`src/rtl/hs_pkg.sv`:
```
// Shared types and constants for the handshake receive buffer.
// Holds the receiver FSM encoding and the synchronizer depth.
package hs_pkg;

  typedef enum logic {
    HS_IDLE = 1'b0,
    HS_ACK  = 1'b1
  } hs_rx_state_t;

  localparam int HS_SYNC_STAGES = 2;

endpackage

```
`src/rtl/hs_fifo.sv`:
```
// Generic FIFO with first-word fall-through read; push/pop take effect on the clock edge.
// Pushes while full and pops while empty are dropped, so the caller must check full/empty.
module hs_fifo #(
  parameter int WIDTH = 32,
  parameter int DEPTH = 4
) (
  input  logic                     clock,
  input  logic                     reset_n,
  input  logic                     push,
  input  logic [WIDTH-1:0]         push_data,
  input  logic                     pop,
  output logic [WIDTH-1:0]         pop_data,
  output logic [$clog2(DEPTH):0]   level,
  output logic                     full,
  output logic                     empty
);

  localparam int AW = $clog2(DEPTH);
  localparam int LW = AW + 1;

  logic [WIDTH-1:0] mem [DEPTH];
  logic [AW-1:0]    wr_ptr;
  logic [AW-1:0]    rd_ptr;
  logic             do_push;
  logic             do_pop;

  // level is kept apart from the pointers so full and empty never alias
  assign full     = (level == LW'(DEPTH));
  assign empty    = (level == '0);
  assign do_push  = push && !full;
  assign do_pop   = pop && !empty;
  assign pop_data = mem[rd_ptr];

  always_ff @(posedge clock or negedge reset_n) begin
    if (!reset_n) begin
      for (int i = 0; i < DEPTH; i++) begin
        mem[i] <= '0;
      end
      wr_ptr <= '0;
      rd_ptr <= '0;
      level  <= '0;
    end else begin
      if (do_push) begin
        mem[wr_ptr] <= push_data;
        wr_ptr      <= wr_ptr + 1'b1;
      end
      if (do_pop) begin
        rd_ptr <= rd_ptr + 1'b1;
      end
      case ({do_push, do_pop})
        2'b10:   level <= level + LW'(1);
        2'b01:   level <= level - LW'(1);
        default: level <= level;
      endcase
    end
  end

endmodule

```
`src/rtl/hs_rx_buffer.sv`:
```
// 4-phase sync/ack slave feeding a FIFO drained over valid/ready; push and ack one edge after sync_s.
// Holds ack low while full; HS_RX_SYNC_EN adds a 2-flop synchronizer on sync (+2 clocks latency).
module hs_rx_buffer
  import hs_pkg::*;
#(
  parameter int WIDTH = 32,
  parameter int DEPTH = 4
) (
  input  logic                     clock,
  input  logic                     reset_n,
  input  logic                     sync,
  output logic                     ack,
  input  logic [WIDTH-1:0]         data_in,
  output logic [WIDTH-1:0]         out_data,
  output logic                     out_valid,
  input  logic                     out_ready,
  output logic [$clog2(DEPTH):0]   level
);

  hs_rx_state_t state;
  hs_rx_state_t state_nxt;
  logic         sync_s;
  logic         push;
  logic         full;
  logic         empty;

`ifdef HS_RX_SYNC_EN
  logic [HS_SYNC_STAGES-1:0] sync_ff;

  always_ff @(posedge clock or negedge reset_n) begin
    if (!reset_n) begin
      sync_ff <= '0;
    end else begin
      sync_ff <= {sync_ff[HS_SYNC_STAGES-2:0], sync};
    end
  end

  assign sync_s = sync_ff[HS_SYNC_STAGES-1];
`else
  assign sync_s = sync;
`endif

  always_ff @(posedge clock or negedge reset_n) begin
    if (!reset_n) begin
      state <= HS_IDLE;
    end else begin
      state <= state_nxt;
    end
  end

  // full comes from the registered level, so a same-cycle pop cannot admit a push
  always_comb begin
    state_nxt = state;
    push      = 1'b0;
    case (state)
      HS_IDLE: begin
        if (sync_s && !full) begin
          push      = 1'b1;
          state_nxt = HS_ACK;
        end
      end
      HS_ACK: begin
        if (!sync_s) begin
          state_nxt = HS_IDLE;
        end
      end
      default: state_nxt = HS_IDLE;
    endcase
  end

  assign ack       = (state == HS_ACK);
  assign out_valid = !empty;

  hs_fifo #(
    .WIDTH (WIDTH),
    .DEPTH (DEPTH)
  ) u_fifo (
    .clock     (clock),
    .reset_n   (reset_n),
    .push      (push),
    .push_data (data_in),
    .pop       (out_ready && out_valid),
    .pop_data  (out_data),
    .level     (level),
    .full      (full),
    .empty     (empty)
  );

endmodule

```
`config.mk`:
```
export PLATFORM = sky130hd
export DESIGN_NAME = hs_rx_buffer
export DESIGN_NICKNAME = d
export VERILOG_FILES = /design/src/rtl/hs_pkg.sv /design/src/rtl/hs_fifo.sv /design/src/rtl/hs_rx_buffer.sv
export SDC_FILE = /design/constraint.sdc
export NUM_CORES = 1
export LEC_CHECK = 0
export BUFFER_PORTS_ARGS = -buffer_cell sky130_fd_sc_hd__buf_2
export CORE_UTILIZATION = 35
export CTS_CLUSTER_DIAMETER = 30
export CTS_CLUSTER_SIZE = 10
export DETAILED_ROUTE_END_ITERATION = 10
export GPL_TIMING_DRIVEN = 1
export SLEW_MARGIN = 20
export SYNTH_ARGS = -nofsm -noshare
export SYNTH_HDL_FRONTEND = slang
export SYNTH_SLANG_ARGS = --single-unit
```
`constraint.sdc`:
```
create_clock -name clock -period 5.61 [get_ports clock]
set_input_delay 0.2805 -clock clock [delete_from_list [all_inputs] [get_ports clock]]
set_output_delay 0.2805 -clock clock [all_outputs]
set_load 0.02 [all_outputs]
```
==> metrics, run 1 <==
CP delay by family, top simple AND/OR/NAND/NOR gates; most frequent cells in the layout dfrtp_1, mux2_4, buf_2; GRT Total Usage 14.8%; Vias/cell 4.85; Total Wirelength 12900 µm; number of synthesized flops with an enable pin 0; H-tree depth 4; antenna violations before repair 2; DRT antenna net count 0; max frequency 0.389 GHz; CP max FO 19; Hold WC Path Type in2reg; Filler cells 1592; layout cells sized above 1 63.2%; GPL Wtd Cong 0.702; max-slew violations 0; GRT overflow 0; final worst path period share 45.9%; Setup crit end kind flip-flop; Mapped Cells 352; Die Footprint 0.0191 mm²; Least-Margin Pin Slew 1.05 ns; DRC viols 10; nets 472; row count 49; CTS clk-pin slew, worst paths 0.06 ns; Setup TNS 0 ns; Yosys Warn Count 0; Die W 138 µm; share of the synthesized area in the top cell type 52.3%; synthesized area per cell 18.5 µm²; CTS sink count 136; Switch Pwr 1.67 mW; max-cap viol count 0; Design Power 5.25 mW; Leak 3.48 nW; startpoint types flip-flop; Worst Path Buf+Inv 2; CTS buffer count 17; Die Y 138 µm; critical path class reg2reg; Syn Std Cell Area 0.00651 mm²; Reg power frac 35.1%; Clk pwr share 23.6%; crit path DAT 2.88 ns; Starting Density 36.0%; Max clock buf depth 2; P_int 3.58 mW; Design Area, Final 0.00771 mm²; synth unique cells 21; dominant cell type by area after synthesis dfrtp_1; Clock Latency Late Sink 0.42 ns; vias in the first global route 3738; WL/cell 19.2 µm; vias 3262; Synthesized Nets 394; commonest non-fill, non-tap cell in the layout dfrtp_1; failing checks DRC; pwr dens 680 mW/mm²; Hold Fails Final Rpt 0; hpwl dp 7780 µm; fin crit period 2.57 ns; VDD IR max 0.238 mV; first-pass GRT wire length 21600 µm; Seq/Total Area, Yosys 52.3%; crit-path cells inv_1 -> ha_1 -> nand2_1 -> nor3_4 -> buf_4 -> mux2_2; Clock Tree Root clkbuf_16; dpl ws 3.04 ns; skew final 0.0103 ns; status finished, violations left; largest net degree at the start of global routing 74; area delta synth->final 18.5%; CP peak stage delay 0.80 ns; Sw Ratio 31.8%; setup ws final 3.04 ns; Synth area leaders dfrtp_1, mux2_4, mux4_2; number of top-level pins 73; Initial DRT Pass Iterations 7; CTS tree built; slowest stage cell, crit path nor3_4; Final setup viols 0; diode count 0; async set-reset flop share out of synthesis 100%; area of the multi-input gates 0.00291 mm²; Port-buffer cells 72; Yosys reg bits 136; Post-DP Area 0.00704 mm²; Worst EP required 5.92 ns; sequential cell area 0.00341 mm²; core outline area 0.0181 mm²; RSZ-0062 raised after global routing no; Slew HR 30.0%; ys flop type dfrtp_1; First DRT Iteration DRCs 134; power share of the combinational group 41.3%
==> per-stage QoR <==
stage               std cells  utilization [%]  hold slack, ns
floorplan                 352                -         -0.0151
global placement          639             38.9           0.308
detailed placement        639             38.9           0.315
CTS                       672             42.6           0.116
global route              672             42.6           0.122
finish                    672             42.6           0.141
==> power groups by stage <==
| stage | clock [mW] | sequential, mW | combinational, mW |
|---|---|---|---|
| after floorplan | 0 | 1.69 | 1.80 |
| after global placement | 0 | 1.83 | 2.17 |
| after detailed placement | 0 | 1.84 | 2.20 |
| after CTS | 1.27 | 1.84 | 2.21 |
| after global routing | 1.31 | 1.91 | 2.32 |
| final | 1.24 | 1.84 | 2.17 |
==> logic make-up (layout without fill, tap and decap cells) <==
family,count (synthesis),after routing,share of synthesized area [%]
AO/OA/AOI/OAI,2,2,0.269
AND/OR/NAND/NOR,13,13,1.87
adder cells (fa/ha/maj),6,6,1.27
multiplexers,162,162,40.5
XOR/XNOR,6,6,0.808
buffers and inverters,27,118,3.02
flip-flops,136,136,52.3
==> cell usage after synthesis, drive strengths merged (2+ instances only) <==
cell    count
clkbuf      4
nand2       5
buf        16
inv         7
dfrtp     136
nor3b       2
ha          5
mux2      129
xnor2       3
xor2        3
nor3        4
mux4       32
==> sequential cells by signal, summed over array words and instances, names as in the netlist <==
name / cells
u_fifo.level: 3
u_fifo.rd_ptr: 2
u_fifo.mem: 128
ack: 1
u_fifo.wr_ptr: 2
==> routing by layer <==
metal  wire length (µm)  share of wire, %  track usage, %  vias up
met5                 10             0.078               0        -
met4                150               1.2            5.68        2
met3                538               4.2            4.71       14
met2               5980                46            22.0       59
met1               6190                48            20.2     1739
li1                   -                 -               -     1448
==> area by class of cell <==
| class | count | share of cell area (%) |
|---|---|---|
| Clock buffer | 20 | 6.05 |
| Clock inverter | 12 | 2.55 |
| Inverter | 7 | 0.341 |
| Multi-Input combinational cell | 189 | 37.7 |
| Sequential cell | 136 | 44.2 |
| Tap cell | 229 | 3.72 |
| Timing Repair Buffer | 79 | 5.47 |
==> path summary, 6_finish.rpt <==
kind | startpoint | to | slack, ns | cells past startpoint
hold reg to reg | u_fifo.mem[55] | u_fifo.mem[55] | 0.50 | 1
min in group asynchronous | reset_n | u_fifo.level[1] | 0.42 | 2
setup reg to reg | u_fifo.wr_ptr[0] | u_fifo.mem[96] | 3.04 | 6
setup / recovery | u_fifo.wr_ptr[0] | u_fifo.mem[96] | 3.04 | 6
hold / removal | data_in[31] | u_fifo.mem[127] | 0.14 | 2
max in group asynchronous | reset_n | u_fifo.mem[16] | 3.84 | 3
==> what timing repair did <==
| item | CTS | global route |
|---|---|---|
| hold buffers | 1 | 0 |
| gates resized for setup | 0 | 0 |
| setup buffers | 0 | 0 |
| endpoints found under the hold margin | 63 | 0 |
Note: power is estimated with default switching activity, not from simulation.
==> run 2, diff against run 1 <==
Clock period 5.61 ns to 2.5 ns, I/O delays scaled along.
==> metrics, run 2 (synthesized netlist as in run 1, its figures left out) <==
status finished, violations left; failing checks DRC; First DRT Iteration DRCs 159 (+19%); skew final 0.00491 ns (-0.00543 ns); Die Y 138 µm (unchanged); crit-path cells buf_4 -> mux4_2 -> buf_2; GPL Wtd Cong 0.699 (-0.31%); Setup TNS 0 ns (unchanged); fin crit period 2.03 ns; critical path class reg2out; max-slew violations 0 (unchanged); largest net degree at the start of global routing 61 (-18%); Slew HR 63.6% (+34 points); r2r setup slk 0.49 ns (-2.55 ns); max-cap viol count 0 (unchanged); pwr dens 1470 mW/mm² (+120%); CTS sink count 136 (unchanged); CP max FO 18 (-1); area delta synth->final 25.2%; max reg flops 128 (unchanged); Total Wirelength 13500 µm (+5.0%); most frequent cells in the layout dfrtp_1, mux2_4, buf_2; hold path depth 3 (+1); DRT antenna net count 0 (unchanged); DRC viols 10 (unchanged); layout cells sized above 1 59.2% (-4.0 points); Biggest register u_fifo.mem; GRT Total Usage 15.6% (+0.76 points); final worst path period share 81.2%; Post-DP Area 0.00713 mm² (+1.3%); Die Footprint 0.0191 mm² (unchanged); Worst Path Buf+Inv 2 (unchanged); crit path DAT 1.91 ns (-0.97 ns); Stages on worst setup path 3 (-3); Port-buffer cells 72 (unchanged); hpwl dp 8180 µm (+5.1%); WL/cell 19.0 µm (-0.94%); nets 512 (+8.5%); Vias/cell 4.88 (+0.49%); Final setup viols 0 (unchanged); Filler cells 1568 (-1.5%); CTS buffer count 17 (unchanged); Worst EP required 2.38 ns (-3.54 ns); Clock Tree Root clkbuf_16; top flop regs u_fifo.mem: 128 flops, u_fifo.level: 3 flops; Layout Cells excl Fill 712 (+6.0%); vias in the first global route 4098 (+9.6%); CP peak stage delay 0.58 ns (-0.22 ns); slowest stage cell, crit path mux4_2; Clock Latency Late Sink 0.42 ns (about the same); Setup crit end kind primary output; Design Area, Final 0.00815 mm² (+5.6%); fin util 45.0% (+2.4 points); RSZ-0062 raised after global routing no; antenna violations before repair 0 (-2); Hold Slack 0.0591 ns (-0.0818 ns); Placed Instances 646 (+1.1%); GRT overflow 0 (unchanged); max frequency 0.492 GHz; Leak 3.68 nW (+5.8%); Hold WC Path Type in2reg; diode count 0 (unchanged); Post-CTS Resized 0 (unchanged); Initial DRT Pass Iterations 7 (unchanged); VDD IR max 0.669 mV (+180%); Least-Margin Pin Slew 0.546 ns (-0.501 ns); core outline area 0.0181 mm² (unchanged); hold buffers post-CTS 34 (+33); CTS tree built; number of top-level pins 73 (unchanged); r2r worst-path depth 9 (+3); row count 49 (unchanged); postcts setup bufs 0 (unchanged); Max clock buf depth 2 (unchanged); Die W 138 µm (unchanged); vias 3473 (+6.5%); first-pass GRT wire length 22800 µm (+5.7%); CTS clk-pin slew, worst paths 0.06 ns (about the same); Hold Fails Final Rpt 0 (unchanged); commonest non-fill, non-tap cell in the layout dfrtp_1; startpoint types flip-flop; H-tree depth 4 (unchanged); CP delay by family, top multiplexers; Starting Density 36.0% (unchanged)
## run 2: changes by cell type in the layout (fill, tap and decap cells not counted), sizes merged
cell / delta
buf: +7
bufinv: +1
clkinv: +2
clkinvlp: -3
dlygate4sd3: +33
## run 2: layer usage
metal  wire, µm  GRT usage, %  share of wire, %
met2       6450          24.1                48
met1       6390          20.8                47
met4        160          5.38               1.2
met5          0             0                 0
met3        502          4.68               3.7
## run 2: path summary, 6_finish.rpt
path                                  startpoint                to
worst min register to register    u_fifo.mem[55]    u_fifo.mem[55]
min in group asynchronous                reset_n    u_fifo.mem[94]
worst max register to register   u_fifo.level[2]   u_fifo.level[2]
max in group asynchronous                reset_n   u_fifo.mem[113]
worst max-delay path            u_fifo.rd_ptr[0]       out_data[3]
worst min-delay path                   out_ready  u_fifo.rd_ptr[0]
## run 2: layout make-up
class | count | area, µm² | area share (%)
Sequential cell | 136 | 3410 | 41.8
Multi-Input combinational cell | 189 | 2910 | 35.7
Timing Repair Buffer | 119 | 842 | 10.3
Clock buffer | 20 | 457 | 5.61
Tap cell | 229 | 287 | 3.52
Clock inverter | 12 | 221 | 2.72
Inverter | 7 | 26.3 | 0.323
## run 2: power by group
part           internal [mW]  total, mW  switching (mW)
Combinational           2.96       5.10            2.14
Sequential              3.32       4.05           0.721
Clock                   1.92       2.87           0.943
## run 2: worst register-to-register path: stages, from the launching register on
cell and delay, ns:
dfrtp_1 0.43, nor3b_4 0.17, nor3b_1 0.38, inv_1 0.09
ha_1 0.22, inv_1 0.08, fa_1 0.18, xor2_1 0.14
nor2_1 0.07, xor2_1 0.14
## run 2: metrics by stage
stage | power, mW | setup WS, ns
floorplan | 7.83 | 0.234
finish | 12.0 | 0.469
global placement | 9.00 | 0.538
CTS | 12.2 | 0.412
detailed placement | 9.15 | 0.478
global route | 12.7 | 0.274
